==> src/rtl/tlul_boot_seq_pkg.sv <==
// Types for the boot-time TL-UL op sequencer: op table entries and FSM states.
package tlul_boot_seq_pkg;

  typedef enum logic {
    SeqWrite = 1'b0,
    SeqRead  = 1'b1
  } seq_kind_e;

  typedef struct packed {
    seq_kind_e   kind;
    logic [31:0] addr;
    logic [31:0] data;
    logic [31:0] cmp_mask;
  } seq_op_t;

  typedef enum logic [2:0] {
    StIdle  = 3'd0,
    StDelay = 3'd1,
    StReq   = 3'd2,
    StRsp   = 3'd3,
    StDone  = 3'd4,
    StError = 3'd5
  } boot_state_e;

  localparam int DelayW = 12;
  localparam int TimerW = 8;
  localparam int IdxW   = 4;

  // A read passes when every bit selected by cmp_mask matches the expected data.
  function automatic logic read_matches(input seq_op_t op, input logic [31:0] rdata);
    return ((rdata ^ op.data) & op.cmp_mask) == 32'h0;
  endfunction

endpackage

==> src/rtl/tlul_pkg.sv <==
// Minimal TileLink-UL channel types shared by hosts and devices on the RoT crossbar.
// Only the fields exercised by single-beat 32-bit accesses are modelled.
package tlul_pkg;

  typedef enum logic [2:0] {
    PutFullData    = 3'h0,
    PutPartialData = 3'h1,
    Get            = 3'h4
  } tl_a_op_e;

  typedef enum logic [2:0] {
    AccessAck     = 3'h0,
    AccessAckData = 3'h1
  } tl_d_op_e;

  typedef struct packed {
    logic [3:0] instr_type;
    logic [6:0] cmd_intg;
    logic [6:0] data_intg;
  } tl_a_user_t;

  localparam tl_a_user_t TL_A_USER_DEFAULT = '{
    instr_type: 4'h9,
    cmd_intg:   7'h00,
    data_intg:  7'h00
  };

  typedef struct packed {
    logic        a_valid;
    tl_a_op_e    a_opcode;
    logic [2:0]  a_param;
    logic [1:0]  a_size;
    logic [7:0]  a_source;
    logic [31:0] a_address;
    logic [3:0]  a_mask;
    logic [31:0] a_data;
    tl_a_user_t  a_user;
    logic        d_ready;
  } tl_h2d_t;

  typedef struct packed {
    logic        d_valid;
    tl_d_op_e    d_opcode;
    logic [2:0]  d_param;
    logic [1:0]  d_size;
    logic [7:0]  d_source;
    logic        d_sink;
    logic [31:0] d_data;
    logic [13:0] d_user;
    logic        d_error;
    logic        a_ready;
  } tl_d2h_t;

  localparam tl_h2d_t TL_H2D_DEFAULT = '{
    a_valid:   1'b0,
    a_opcode:  PutFullData,
    a_param:   3'h0,
    a_size:    2'h0,
    a_source:  8'h00,
    a_address: 32'h0,
    a_mask:    4'h0,
    a_data:    32'h0,
    a_user:    TL_A_USER_DEFAULT,
    d_ready:   1'b1
  };

  localparam tl_d2h_t TL_D2H_DEFAULT = '{
    d_valid:  1'b0,
    d_opcode: AccessAck,
    d_param:  3'h0,
    d_size:   2'h0,
    d_source: 8'h00,
    d_sink:   1'b0,
    d_data:   32'h0,
    d_user:   14'h0,
    d_error:  1'b0,
    a_ready:  1'b1
  };

endpackage

==> src/rtl/tlul_boot_seq.sv <==
// Boot sequencer: after a start delay, walks a fixed table of TL-UL writes/reads,
// checking read data and response errors, and stops in DONE or ERROR until reset.
//   state | meaning
//   IDLE  | waiting for start_i
//   DELAY | counting StartDelay cycles before the first request
//   REQ   | A channel valid for the current op, waiting for a_ready
//   RSP   | waiting for the D response, timeout counter running
//   DONE  | all ops completed cleanly
//   ERROR | d_error, read mismatch or response timeout; err_idx_o names the op
module tlul_boot_seq
  import tlul_pkg::*;
  import tlul_boot_seq_pkg::*;
#(
  parameter int                     NumOps     = 4,
  parameter seq_op_t [NumOps-1:0]   SeqTable   = '0,
  parameter int                     StartDelay = 1500,
  parameter int                     RspTimeout = 255
) (
  input  logic        clk_i,
  input  logic        rst_i,
  input  logic        start_i,
  output tl_h2d_t     tl_o,
  input  tl_d2h_t     tl_i,
  output logic        busy_o,
  output logic        done_o,
  output logic        err_o,
  output logic [3:0]  err_idx_o,
  output logic [31:0] rdata_o,
  output logic        rdata_valid_o
);

  localparam logic [DelayW-1:0] DelayLast   = DelayW'(StartDelay);
  localparam logic [TimerW-1:0] TimeoutLast = TimerW'(RspTimeout - 1);
  localparam logic [IdxW-1:0]   LastIdx     = IdxW'(NumOps - 1);

  boot_state_e       state_q, state_d;
  logic [DelayW-1:0] delay_q, delay_d;
  logic [TimerW-1:0] timer_q, timer_d;
  logic [IdxW-1:0]   idx_q, idx_d;
  logic [31:0]       rdata_q, rdata_d;
  logic              rdata_valid_q, rdata_valid_d;
  seq_op_t           cur_op;

  always_comb begin
    cur_op = '0;
    for (int i = 0; i < NumOps; i++) begin
      if (idx_q == IdxW'(i)) cur_op = SeqTable[i];
    end
  end

  always_ff @(posedge clk_i or posedge rst_i) begin
    if (rst_i) begin
      state_q       <= StIdle;
      delay_q       <= '0;
      timer_q       <= '0;
      idx_q         <= '0;
      rdata_q       <= '0;
      rdata_valid_q <= 1'b0;
    end else begin
      state_q       <= state_d;
      delay_q       <= delay_d;
      timer_q       <= timer_d;
      idx_q         <= idx_d;
      rdata_q       <= rdata_d;
      rdata_valid_q <= rdata_valid_d;
    end
  end

  always_comb begin
    state_d       = state_q;
    delay_d       = delay_q;
    timer_d       = timer_q;
    idx_d         = idx_q;
    rdata_d       = rdata_q;
    rdata_valid_d = 1'b0;
    tl_o          = TL_H2D_DEFAULT;

    unique case (state_q)
      StIdle: begin
        if (start_i) begin
          state_d = StDelay;
          delay_d = '0;
          idx_d   = '0;
        end
      end

      StDelay: begin
        if (delay_q == DelayLast) begin
          state_d = StReq;
          timer_d = '0;
        end else begin
          delay_d = delay_q + 1'b1;
        end
      end

      StReq: begin
        tl_o.a_valid   = 1'b1;
        tl_o.a_opcode  = (cur_op.kind == SeqRead) ? Get : PutFullData;
        tl_o.a_address = cur_op.addr;
        tl_o.a_data    = cur_op.data;
        tl_o.a_size    = 2'd2;
        tl_o.a_mask    = 4'hF;
        tl_o.a_source  = 8'h00;
        tl_o.a_user    = TL_A_USER_DEFAULT;
        timer_d        = '0;
        if (tl_i.a_ready) state_d = StRsp;
      end

      // A response landing on the acceptance edge is not seen here: only RSP looks at d_valid.
      StRsp: begin
        timer_d = timer_q + 1'b1;
        if (tl_i.d_valid) begin
          if (cur_op.kind == SeqRead) begin
            rdata_d       = tl_i.d_data;
            rdata_valid_d = 1'b1;
          end
          if (tl_i.d_error) begin
            state_d = StError;
          end else if (cur_op.kind == SeqRead && !read_matches(cur_op, tl_i.d_data)) begin
            state_d = StError;
          end else if (idx_q == LastIdx) begin
            state_d = StDone;
          end else begin
            idx_d   = idx_q + 1'b1;
            timer_d = '0;
            state_d = StReq;
          end
        end else if (timer_q == TimeoutLast) begin
          state_d = StError;
        end
      end

      StDone:  state_d = StDone;
      StError: state_d = StError;
      default: state_d = StIdle;
    endcase
  end

  assign busy_o        = (state_q == StDelay) || (state_q == StReq) || (state_q == StRsp);
  assign done_o        = (state_q == StDone);
  assign err_o         = (state_q == StError);
  assign err_idx_o     = err_o ? idx_q : '0;
  assign rdata_o       = rdata_q;
  assign rdata_valid_o = rdata_valid_q;

  logic unused_tl;
  assign unused_tl = ^{tl_i.d_opcode, tl_i.d_param, tl_i.d_size, tl_i.d_source,
                       tl_i.d_sink, tl_i.d_user};

endmodule

==> config.mk <==
export PLATFORM = sky130hd
export DESIGN_NAME = tlul_boot_seq
export DESIGN_NICKNAME = d
export VERILOG_FILES = /design/src/rtl/tlul_boot_seq_pkg.sv /design/src/rtl/tlul_pkg.sv /design/src/rtl/tlul_boot_seq.sv
export SDC_FILE = /design/constraint.sdc
export NUM_CORES = 1
export LEC_CHECK = 0
export ABC_AREA = 1
export CAP_MARGIN = 20
export CORE_ASPECT_RATIO = 0.75
export CORE_MARGIN = 2
export CORE_UTILIZATION = 24
export CTS_CLUSTER_SIZE = 16
export DETAILED_ROUTE_END_ITERATION = 8
export PLACE_DENSITY = 0.61
export REMOVE_ABC_BUFFERS = 1
export SLEW_MARGIN = 15
export SYNTH_ARGS = -nofsm -noshare
export SYNTH_HDL_FRONTEND = slang
export SYNTH_SLANG_ARGS = --single-unit
==> constraint.sdc <==
create_clock -name clk_i -period 1.7 [get_ports clk_i]
set_input_delay 0.17 -clock clk_i [delete_from_list [all_inputs] [get_ports clk_i]]
set_output_delay 0.17 -clock clk_i [all_outputs]
set_load 0.01 [all_outputs]
==> results.toml, run 1 <==
[timing]
fin_worst_skew_ns = 0.00154
hold_viol_final = 0
timing.final.crit_period_ns = 1.56
slew_viol_final = 0
period_share = 0.920
rsz0062_at_grt = "no"
max_freq_mhz = 640
setup_viol = 0
hold_ws_ns = 0.287

[route]
ant_nets = 0
viasPerCell = 3.35
drt_iter0_markers = 76
drc = 0
first_pass_iters = 4
dr_total_vias = 1949
wl_per_cell_um = 8.14
routed_wl_um = 4730

[pwr]
combPwrFrac = 0.139
p_sw_mw = 0.396
peakVddDrop_uv = 318
pwr_density_cell_nw_per_um2 = 491
p_leak_nw = 1.58
intPower_mw = 0.993
pwr-share-clk = 0.392
switching_share = 0.285
pwr-share-seq = 0.469

[floorplan]
pin_count = 213
die_w_um = 130
dieArea_sq_um = 12800
initial_core_util = 0.246
rows = 34
dieHeight_um = 98.4
core_area_sq_um = 11600

[clock_tree]
clkLatencyLatePin_ns = 0.26
cts_buffer_depth = 2
clockRootBuffer = "clkbuf_16"
cts_tree = "yes"
clk_pin_slew_ns = 0.07
holdBufCountCts = 0
cts_sinks = 27
cts-htree-levels = 1
cts_buffers = 3

[setup_path]
crit_required_ns = 1.53
start_kind = "flip-flop"
critPathArrivalTime_ns = 1.39
path_max_fanout = 4
cp-end-kind = "primary output"
critical_path_class = "reg -> out"

[synthesis]
ys_seq_area_frac = 0.237
synth_area_leaders = "buf_4 36%, dfrtp_1 24%, nand2_1 10%, inv_1 4.3%, nand3_1 4.2%"
synthTopCellsByCount = "136 x buf_4, 76 x nand2_1, 33 x inv_1"
synth_top_area_cell = "buf_4"
synth_top_cell_area_share = 0.358
ys_types = 33
syn-mean-instance-area_sq_um = 7.24
synth_edf_count = 0
ys_ff_latch = 27
synth_cells = 394
yosysWarnings = 0
synth_async_sr_flop_share = 1.00
syn_area_sq_um = 2850
synth_most_common_cell = "buf_4"
synth_ff_type = "dfrtp_1"

[global_routing]
grt_max_degree = 28
antenna_found_initial = 0
grt_util_met3 = 0.00877
grt_first_pass_wirelength_um = 7650
busiest_layer = "met1"
grt_usage = 0.0719
overflow = 0
grt_util_met2 = 0.101
grtUsageMet1 = 0.110
grt_pass1_vias = 1636

[placement]
port_buffers = 18
gp_congestion = 0.802
place_hpwl_um = 3840

[final_layout]
nets = 494
n_fill_cell = 1336
drive_above_1_share = 0.0859
diodes = 0
fin_util = 0.244
area_growth_pct = -0.790

[min_path]
hold_class = "in -> async"

[status]
status = "complete, no violations"

[flow_run]
drv_cap = 0
[power groups by stage]
stage / Combinational (mW) / Clock (mW) / Sequential (mW)
3_5_place_dp: 0.187 / 0 / 0.664
5_1_grt: 0.219 / 0.589 / 0.652
2_1_floorplan: 0.157 / 0 / 0.663
3_3_place_gp: 0.187 / 0 / 0.664
4_1_cts: 0.188 / 0.561 / 0.651
6_report: 0.193 / 0.544 / 0.652
[per-stage QoR]
step	cells	TNS (ns)	total power [mW]	instance area [sq um]	setup slack, ns
after detailed placement	575	0	0.852	2750	0.102
after floorplan	385	-3.55	0.821	2290	-0.637
after global routing	581	0	1.46	2830	0.00991
final	581	0	1.39	2830	0.137
after global placement	575	0	0.851	2750	0.0937
after CTS	581	0	1.40	2830	0.0966
[worst max-delay path, cell delays in order (launching register included)]
cell and delay [ns]:
dfrtp_1 0.38, inv_1 0.07, nand2_1 0.07, nor2_1 0.13, inv_1 0.11, nor2_1 0.12
clkdlybuf4s15_1 0.25
[sequential cells by signal (all words and copies together) (netlist names)]
name     flops
idx_q        4
state_q      3
timer_q      8
delay_q     12
[path summary, 6_finish.rpt]
| check | start | to | slack, ns | cells past startpoint |
|---|---|---|---|---|
| worst max-delay path | state_q[1]$_DFFE_PP0P_ | err_idx_o[1] | 0.14 | 6 |
| worst min register to register | timer_q[0]$_DFFE_PP0P_ | timer_q[0]$_DFFE_PP0P_ | 0.54 | 1 |
| worst min-delay path | rst_i | delay_q[10]$_DFFE_PP0P_ | 0.29 | 3 |
| worst max register to register | delay_q[0]$_DFFE_PP0P_ | delay_q[8]$_DFFE_PP0P_ | 0.17 | 9 |
| max in group asynchronous | rst_i | timer_q[6]$_DFFE_PP0P_ | 1.15 | 3 |
| min in group clk_i | timer_q[0]$_DFFE_PP0P_ | timer_q[0]$_DFFE_PP0P_ | 0.54 | 1 |
[logic make-up (layout without fill, tap and decap cells)]
kind of cell / after synthesis / count (layout) / synth area share
flip-flops: 27 / 27 / 0.237
other: 2 / 131 / 0.00263
adder cells (fa/ha/maj): 5 / 5 / 0.0219
buffers and inverters: 174 / 70 / 0.416
AND/OR/NAND/NOR: 150 / 150 / 0.236
AO/OA/AOI/OAI: 29 / 29 / 0.0649
XOR/XNOR: 7 / 7 / 0.0215
[cells in the final DEF (no fill, tap or decap)]
| master | netlist | final |
|---|---|---|
| a21oi_1 | 2 | 2 |
| a31oi_1 | 2 | 2 |
| buf_4 | 136 | 12 |
| clkbuf_1 | 0 | 1 |
| clkbuf_16 | 0 | 3 |
| clkdlybuf4s15_1 | 0 | 1 |
| clkdlybuf4s50_1 | 0 | 5 |
| conb_1 | 2 | 131 |
| dfrtp_1 | 27 | 27 |
| dlygate4sd2_1 | 0 | 12 |
| ha_1 | 5 | 5 |
| inv_1 | 33 | 32 |
| inv_2 | 2 | 3 |
| inv_6 | 1 | 1 |
| nand2_1 | 76 | 75 |
| nand2_2 | 4 | 5 |
| nand2_4 | 2 | 2 |
| nand3_1 | 24 | 24 |
| nand3_2 | 1 | 1 |
| nand3b_1 | 1 | 1 |
| nand4_1 | 5 | 5 |
| nor2_1 | 27 | 27 |
| nor2_2 | 3 | 3 |
| nor2_4 | 2 | 2 |
| nor3_1 | 3 | 3 |
| nor3b_1 | 1 | 1 |
| o211ai_1 | 1 | 1 |
| o21ai_0 | 9 | 9 |
| o21ai_1 | 4 | 4 |
| o21ai_2 | 3 | 3 |
| o21bai_1 | 3 | 3 |
| o311ai_0 | 3 | 3 |
| o31ai_1 | 2 | 2 |
| or2_2 | 1 | 1 |
| xnor2_1 | 3 | 3 |
| xor2_1 | 4 | 4 |
[final cells by class]
type	instances	area, sq um	area share
Tap cell	162	203	0.0716
Inverter	36	140	0.0495
Clock buffer	4	78.8	0.0279
Multi-Input combinational cell	322	1480	0.522
Timing Repair Buffer	30	255	0.0902
Sequential cell	27	676	0.239
[metal layers]
layer  vias to the layer above  part of all wire
li1                       1014                 -
met1                       865              0.51
met2                        68              0.42
met3                         2             0.056
met4                         0             0.014
met5                         -                 0
[repair_timing]
item,4_1_cts,5_1_grt
setup buffers,2,0
resized for setup,13,3
setup endpoints to repair,13,5
Note: power is estimated with default switching activity, not from simulation.
==> run 2, diff against run 1 <==
--- a/config.mk
+++ b/config.mk
@@ -10,8 +10,10 @@
 export CORE_ASPECT_RATIO = 0.75
 export CORE_MARGIN = 2
 export CORE_UTILIZATION = 24
+export CTS_BUF_LIST = sky130_fd_sc_hd__clkbuf_8
 export CTS_CLUSTER_SIZE = 16
 export DETAILED_ROUTE_END_ITERATION = 8
+export HOLD_SLACK_MARGIN = 0.06
 export PLACE_DENSITY = 0.61
 export REMOVE_ABC_BUFFERS = 1
 export SLEW_MARGIN = 15
==> run 2 against run 1 <==
  * Routed wire length fell by 0.89%
  * Sequential power about the same
  * Clock skew is 0.0038 ns higher
  * Critical path type unchanged
  * Largest power group unchanged
==> results.toml, run 2 (synthesis results as in run 1) <==
[global_routing]
grt_first_pass_wirelength_um = 7560
antenna_found_initial = 0
grtUsageMet1 = 0.110
grt_pass1_vias = 1594
busiest_layer = "met1"
grt_util_met2 = 0.0983
overflow = 0
grt_usage = 0.0718
grt_max_degree = 28
grt_util_met3 = 0.0104

[timing]
setup_ws_ns = 0.127
slew_viol_final = 0
fin_worst_skew_ns = 0.00537
hold_viol_final = 0
rsz0062_at_grt = "no"
hold_ws_ns = 0.262
max_freq_mhz = 636
period_share = 0.925
timing.final.crit_period_ns = 1.57
setup_viol = 0

[setup_path]
path_max_fanout = 4
crit_path_top_delay_cell = "dfrtp_1"
critPathArrivalTime_ns = 1.40
cp-end-kind = "primary output"
r2r-end = "delay_q[8]$_DFFE_PP0P_"
start_kind = "flip-flop"
cp_cell_sequence = "inv_1, nand2_1, nor2_1, inv_1, nor2_1, dlygate4sd2_1"
cp_slowest_stage_delay_ns = 0.40
crit_required_ns = 1.53
reg2reg_depth = 9
reg2reg_from = "delay_q[0]$_DFFE_PP0P_"
critical_path_class = "reg -> out"
r2r_setup_slack_ns = 0.17

[final_layout]
n_fill_cell = 1347
final_common_cell = "conb_1"
fin_cells = 581
reg_top3 = "delay_q x12, timer_q x8, idx_q x4"
drive_above_1_share = 0.0931
largest_register_ffs = 12
area_growth_pct = -1.89
register_area_sq_um = 676
stdcell_area_sq_um = 2800
nets = 494
diodes = 0
multi_input_area_sq_um = 1480
layout_common_cells = "131 x conb_1, 74 x nand2_1, 33 x inv_1, 27 x dfrtp_1, 26 x nor2_1"
max_flop_register = "delay_q"
fin_util = 0.242

[clock_tree]
clk_pin_slew_ns = 0.10
cts_tree = "yes"
cts_sinks = 27
cts_buffer_depth = 2
cts_buffers = 3
cts-htree-levels = 1
clkLatencyLatePin_ns = 0.28
clockRootBuffer = "clkbuf_8"

[placement]
place_hpwl_um = 3840
gp_congestion = 0.802
port_buffers = 18
dp_cells = 575
dpl-instance-area_sq_um = 2750
place_ws_ns = 0.102

[floorplan]
dieHeight_um = 98.4
rows = 34
pin_count = 213
core_area_sq_um = 11600
dieArea_sq_um = 12800
die_w_um = 130
initial_core_util = 0.246

[route]
drc = 0
first_pass_iters = 4
viasPerCell = 3.35
routed_wl_um = 4690
ant_nets = 0
wl_per_cell_um = 8.06
drt_iter0_markers = 71
dr_total_vias = 1944

[flow_run]
drv_cap = 0

[pwr]
peakVddDrop_uv = 195
p_leak_nw = 1.56
pwr_density_cell_nw_per_um2 = 435

[status]
status = "complete, no violations"

[min_path]
hold_class = "in -> async"
-- run 2: worst max-delay path by stage --
stage	from	endpoint	slack, ns	cells past startpoint
2_1_floorplan	state_q[2]$_DFFE_PP0P_	state_q[2]$_DFFE_PP0P_	-0.64	6
3_3_place_gp	state_q[0]$_DFFE_PP0P_	err_idx_o[1]	0.09	5
3_5_place_dp	state_q[0]$_DFFE_PP0P_	err_idx_o[1]	0.10	5
4_1_cts	state_q[1]$_DFFE_PP0P_	err_idx_o[1]	0.07	6
5_1_grt	state_q[1]$_DFFE_PP0P_	err_idx_o[3]	0.01	6
6_report	state_q[1]$_DFFE_PP0P_	err_idx_o[3]	0.13	6
-- run 2: final cells by class --
class                      count  share of cell area
sequential                    27               0.242
inverter                      36              0.0501
clock buffer                   3              0.0148
timing repair buffer          30              0.0903
tap                          162              0.0725
multi-input combinational    322               0.530
clock inverter                 1             0.00134
-- run 2: worst max-delay path: cells and delay by family (launching register included) --
kind,cells,cell delay [ns]
buf+inv,3,0.46
simple gates,3,0.27
flops,1,0.40
-- run 2: metal layers --
layer / vias up / wire length (um)
li1: 1012 / -
met4: 0 / 79
met1: 868 / 2420
met3: 5 / 240
met2: 59 / 1950
met5: - / 0
-- run 2: power by group --
group / internal, mW / switching, mW / total (mW)
combinational: 0.0251 / 0.168 / 0.193
clock: 0.162 / 0.209 / 0.371
sequential: 0.647 / 0.00489 / 0.651
-- run 2: metrics by stage --
stage	TNS [ns]	total power, mW
3_3_place_gp	0	0.851
2_1_floorplan	-3.55	0.821
5_1_grt	0	1.29
6_report	0	1.22
3_5_place_dp	0	0.852
4_1_cts	0	1.23
-- run 2: repair_timing --
action	CTS	global route
setup endpoints to repair	13	8
resized for setup	13	8
hold buffers	0	0
buffers inserted	2	0
==> run 3, diff against run 2 <==
--- a/config.mk
+++ b/config.mk
@@ -14,6 +14,7 @@
 export CTS_CLUSTER_SIZE = 16
 export DETAILED_ROUTE_END_ITERATION = 8
 export HOLD_SLACK_MARGIN = 0.06
+export MAX_ROUTING_LAYER = met4
 export PLACE_DENSITY = 0.61
 export REMOVE_ABC_BUFFERS = 1
 export SLEW_MARGIN = 15
==> run 3 against run 2 <==
  * Maximum frequency about the same
  * Count of clock-buffer cells in the layout unchanged
  * Sequential share of layout area stayed put
  * Via count stayed put
  * Global-route usage increased by 0.22 points
  * Combinational power about the same
  * Critical path type unchanged
  * Critical endpoint unchanged
  * Largest cell class unchanged
  * Highest routed layer unchanged
==> results.toml, run 3 (synthesis results as in run 1) <==
[timing]
setup_viol = 0
hold_viol_final = 0
period_share = 0.925
fin_worst_skew_ns = 0.00537
max_freq_mhz = 636
rsz0062_at_grt = "no"
timing.final.crit_period_ns = 1.57
slew_viol_final = 0
hold_ws_ns = 0.262

[global_routing]
antenna_found_initial = 0
grt_max_degree = 28
grt_pass1_vias = 1594
grt_usage = 0.0740
overflow = 0
grt_first_pass_wirelength_um = 7560

[setup_path]
crit_required_ns = 1.53
critPathArrivalTime_ns = 1.40
cp_cell_sequence = "inv_1, nand2_1, nor2_1, inv_1, nor2_1, dlygate4sd2_1"
crit_path_top_delay_cell = "dfrtp_1"
path_max_fanout = 4
start_kind = "flip-flop"
crit_buf_inv = 3
crit_family = "buffers and inverters"
cp-end-kind = "primary output"
critical_path_class = "reg -> out"
cp_slowest_stage_delay_ns = 0.40

[flow_run]
drv_cap = 0

[final_layout]
reg_top3 = "delay_q x12, timer_q x8, idx_q x4"
final_common_cell = "conb_1"
max_flop_register = "delay_q"
largest_register_ffs = 12
layout_common_cells = "131 x conb_1, 74 x nand2_1, 33 x inv_1, 27 x dfrtp_1, 26 x nor2_1"
drive_above_1_share = 0.0931
area_growth_pct = -1.89
n_fill_cell = 1347
diodes = 0
fin_util = 0.242
nets = 494

[floorplan]
initial_core_util = 0.246
rows = 34
pin_count = 213
die_w_um = 130
dieArea_sq_um = 12800
dieHeight_um = 98.4
core_area_sq_um = 11600

[status]
status = "complete, no violations"

[clock_tree]
cts_tree = "yes"
clkLatencyLatePin_ns = 0.28
clockRootBuffer = "clkbuf_8"
cts_buffers = 3
cts-htree-levels = 1
cts_sinks = 27
cts_buffer_depth = 2
clk_pin_slew_ns = 0.10

[min_path]
hold_class = "in -> async"

[pwr]
pwr-share-seq = 0.536
peakVddDrop_uv = 195
p_leak_nw = 1.56
intPower_mw = 0.834
p_sw_mw = 0.382
pwr-share-clk = 0.306
combPwrFrac = 0.159
switching_share = 0.314
pwr_density_cell_nw_per_um2 = 435

[placement]
place_hpwl_um = 3840
gp_congestion = 0.813
port_buffers = 18

[route]
drt_iter0_markers = 71
ant_nets = 0
first_pass_iters = 4
viasPerCell = 3.35
dr_total_vias = 1944
routed_wl_um = 4690
wl_per_cell_um = 8.06
drc = 0
## run 3: cell counts in the layout (fill, tap and decap cells not counted)
Identical to the previous run, type by type.
## run 3: final cells by class
| type | instances | area (sq um) | area share |
|---|---|---|---|
| Multi-Input combinational cell | 322 | 1480 | 0.530 |
| Sequential cell | 27 | 676 | 0.242 |
| Timing Repair Buffer | 30 | 253 | 0.0903 |
| Tap cell | 162 | 203 | 0.0725 |
| Inverter | 36 | 140 | 0.0501 |
| Clock buffer | 3 | 41.3 | 0.0148 |
| Clock inverter | 1 | 3.75 | 0.00134 |
## run 3: metal layers
layer  vias to the layer above  track usage  share of wire
met4                         0       0.0314          0.017
met3                         5      0.00986          0.051
met1                       868        0.110           0.52
met5                         -            -              0
li1                       1012            -              -
met2                        59       0.0983           0.42
## run 3: what timing repair did
action                     4_1_cts  5_1_grt
hold buffers                     0        0
resized for setup               13        8
setup endpoints to repair       13        8
buffers inserted                 2        0
pin swaps                        0        0
## run 3: stage by stage
stage | setup WS [ns] | cells | area, sq um | power [mW] | TNS, ns
2_1_floorplan | -0.637 | 385 | 2290 | 0.821 | -3.55
3_3_place_gp | 0.0937 | 575 | 2750 | 0.851 | 0
3_5_place_dp | 0.102 | 575 | 2750 | 0.852 | 0
4_1_cts | 0.0694 | 581 | 2790 | 1.23 | 0
5_1_grt | 0.0113 | 581 | 2800 | 1.29 | 0
6_report | 0.127 | 581 | 2800 | 1.22 | 0
## run 3: worst paths after layout
| path | startpoint | end | slack, ns | depth (start not counted) |
|---|---|---|---|---|
| worst max-delay path | state_q[1]$_DFFE_PP0P_ | err_idx_o[3] | 0.13 | 6 |
| worst min-delay path | rst_i | delay_q[4]$_DFFE_PP0P_ | 0.26 | 3 |
| worst max register to register | delay_q[0]$_DFFE_PP0P_ | delay_q[8]$_DFFE_PP0P_ | 0.17 | 9 |
| worst min register to register | timer_q[0]$_DFFE_PP0P_ | timer_q[0]$_DFFE_PP0P_ | 0.55 | 1 |
| max in group asynchronous | rst_i | timer_q[0]$_DFFE_PP0P_ | 1.17 | 3 |
| min in group clk_i | timer_q[0]$_DFFE_PP0P_ | timer_q[0]$_DFFE_PP0P_ | 0.55 | 1 |
## run 3: worst min-delay path, cell delays in order
cell,delay [ns]
clkdlybuf4s50_1,0.40
inv_1,0.05
buf_4,0.33
## run 3: power groups by stage
stage / Clock [mW] / Sequential (mW) / Combinational [mW]
global placement: 0 / 0.664 / 0.187
floorplan: 0 / 0.663 / 0.157
global route: 0.415 / 0.652 / 0.219
finish: 0.371 / 0.651 / 0.193
detailed placement: 0 / 0.664 / 0.187
CTS: 0.393 / 0.651 / 0.188
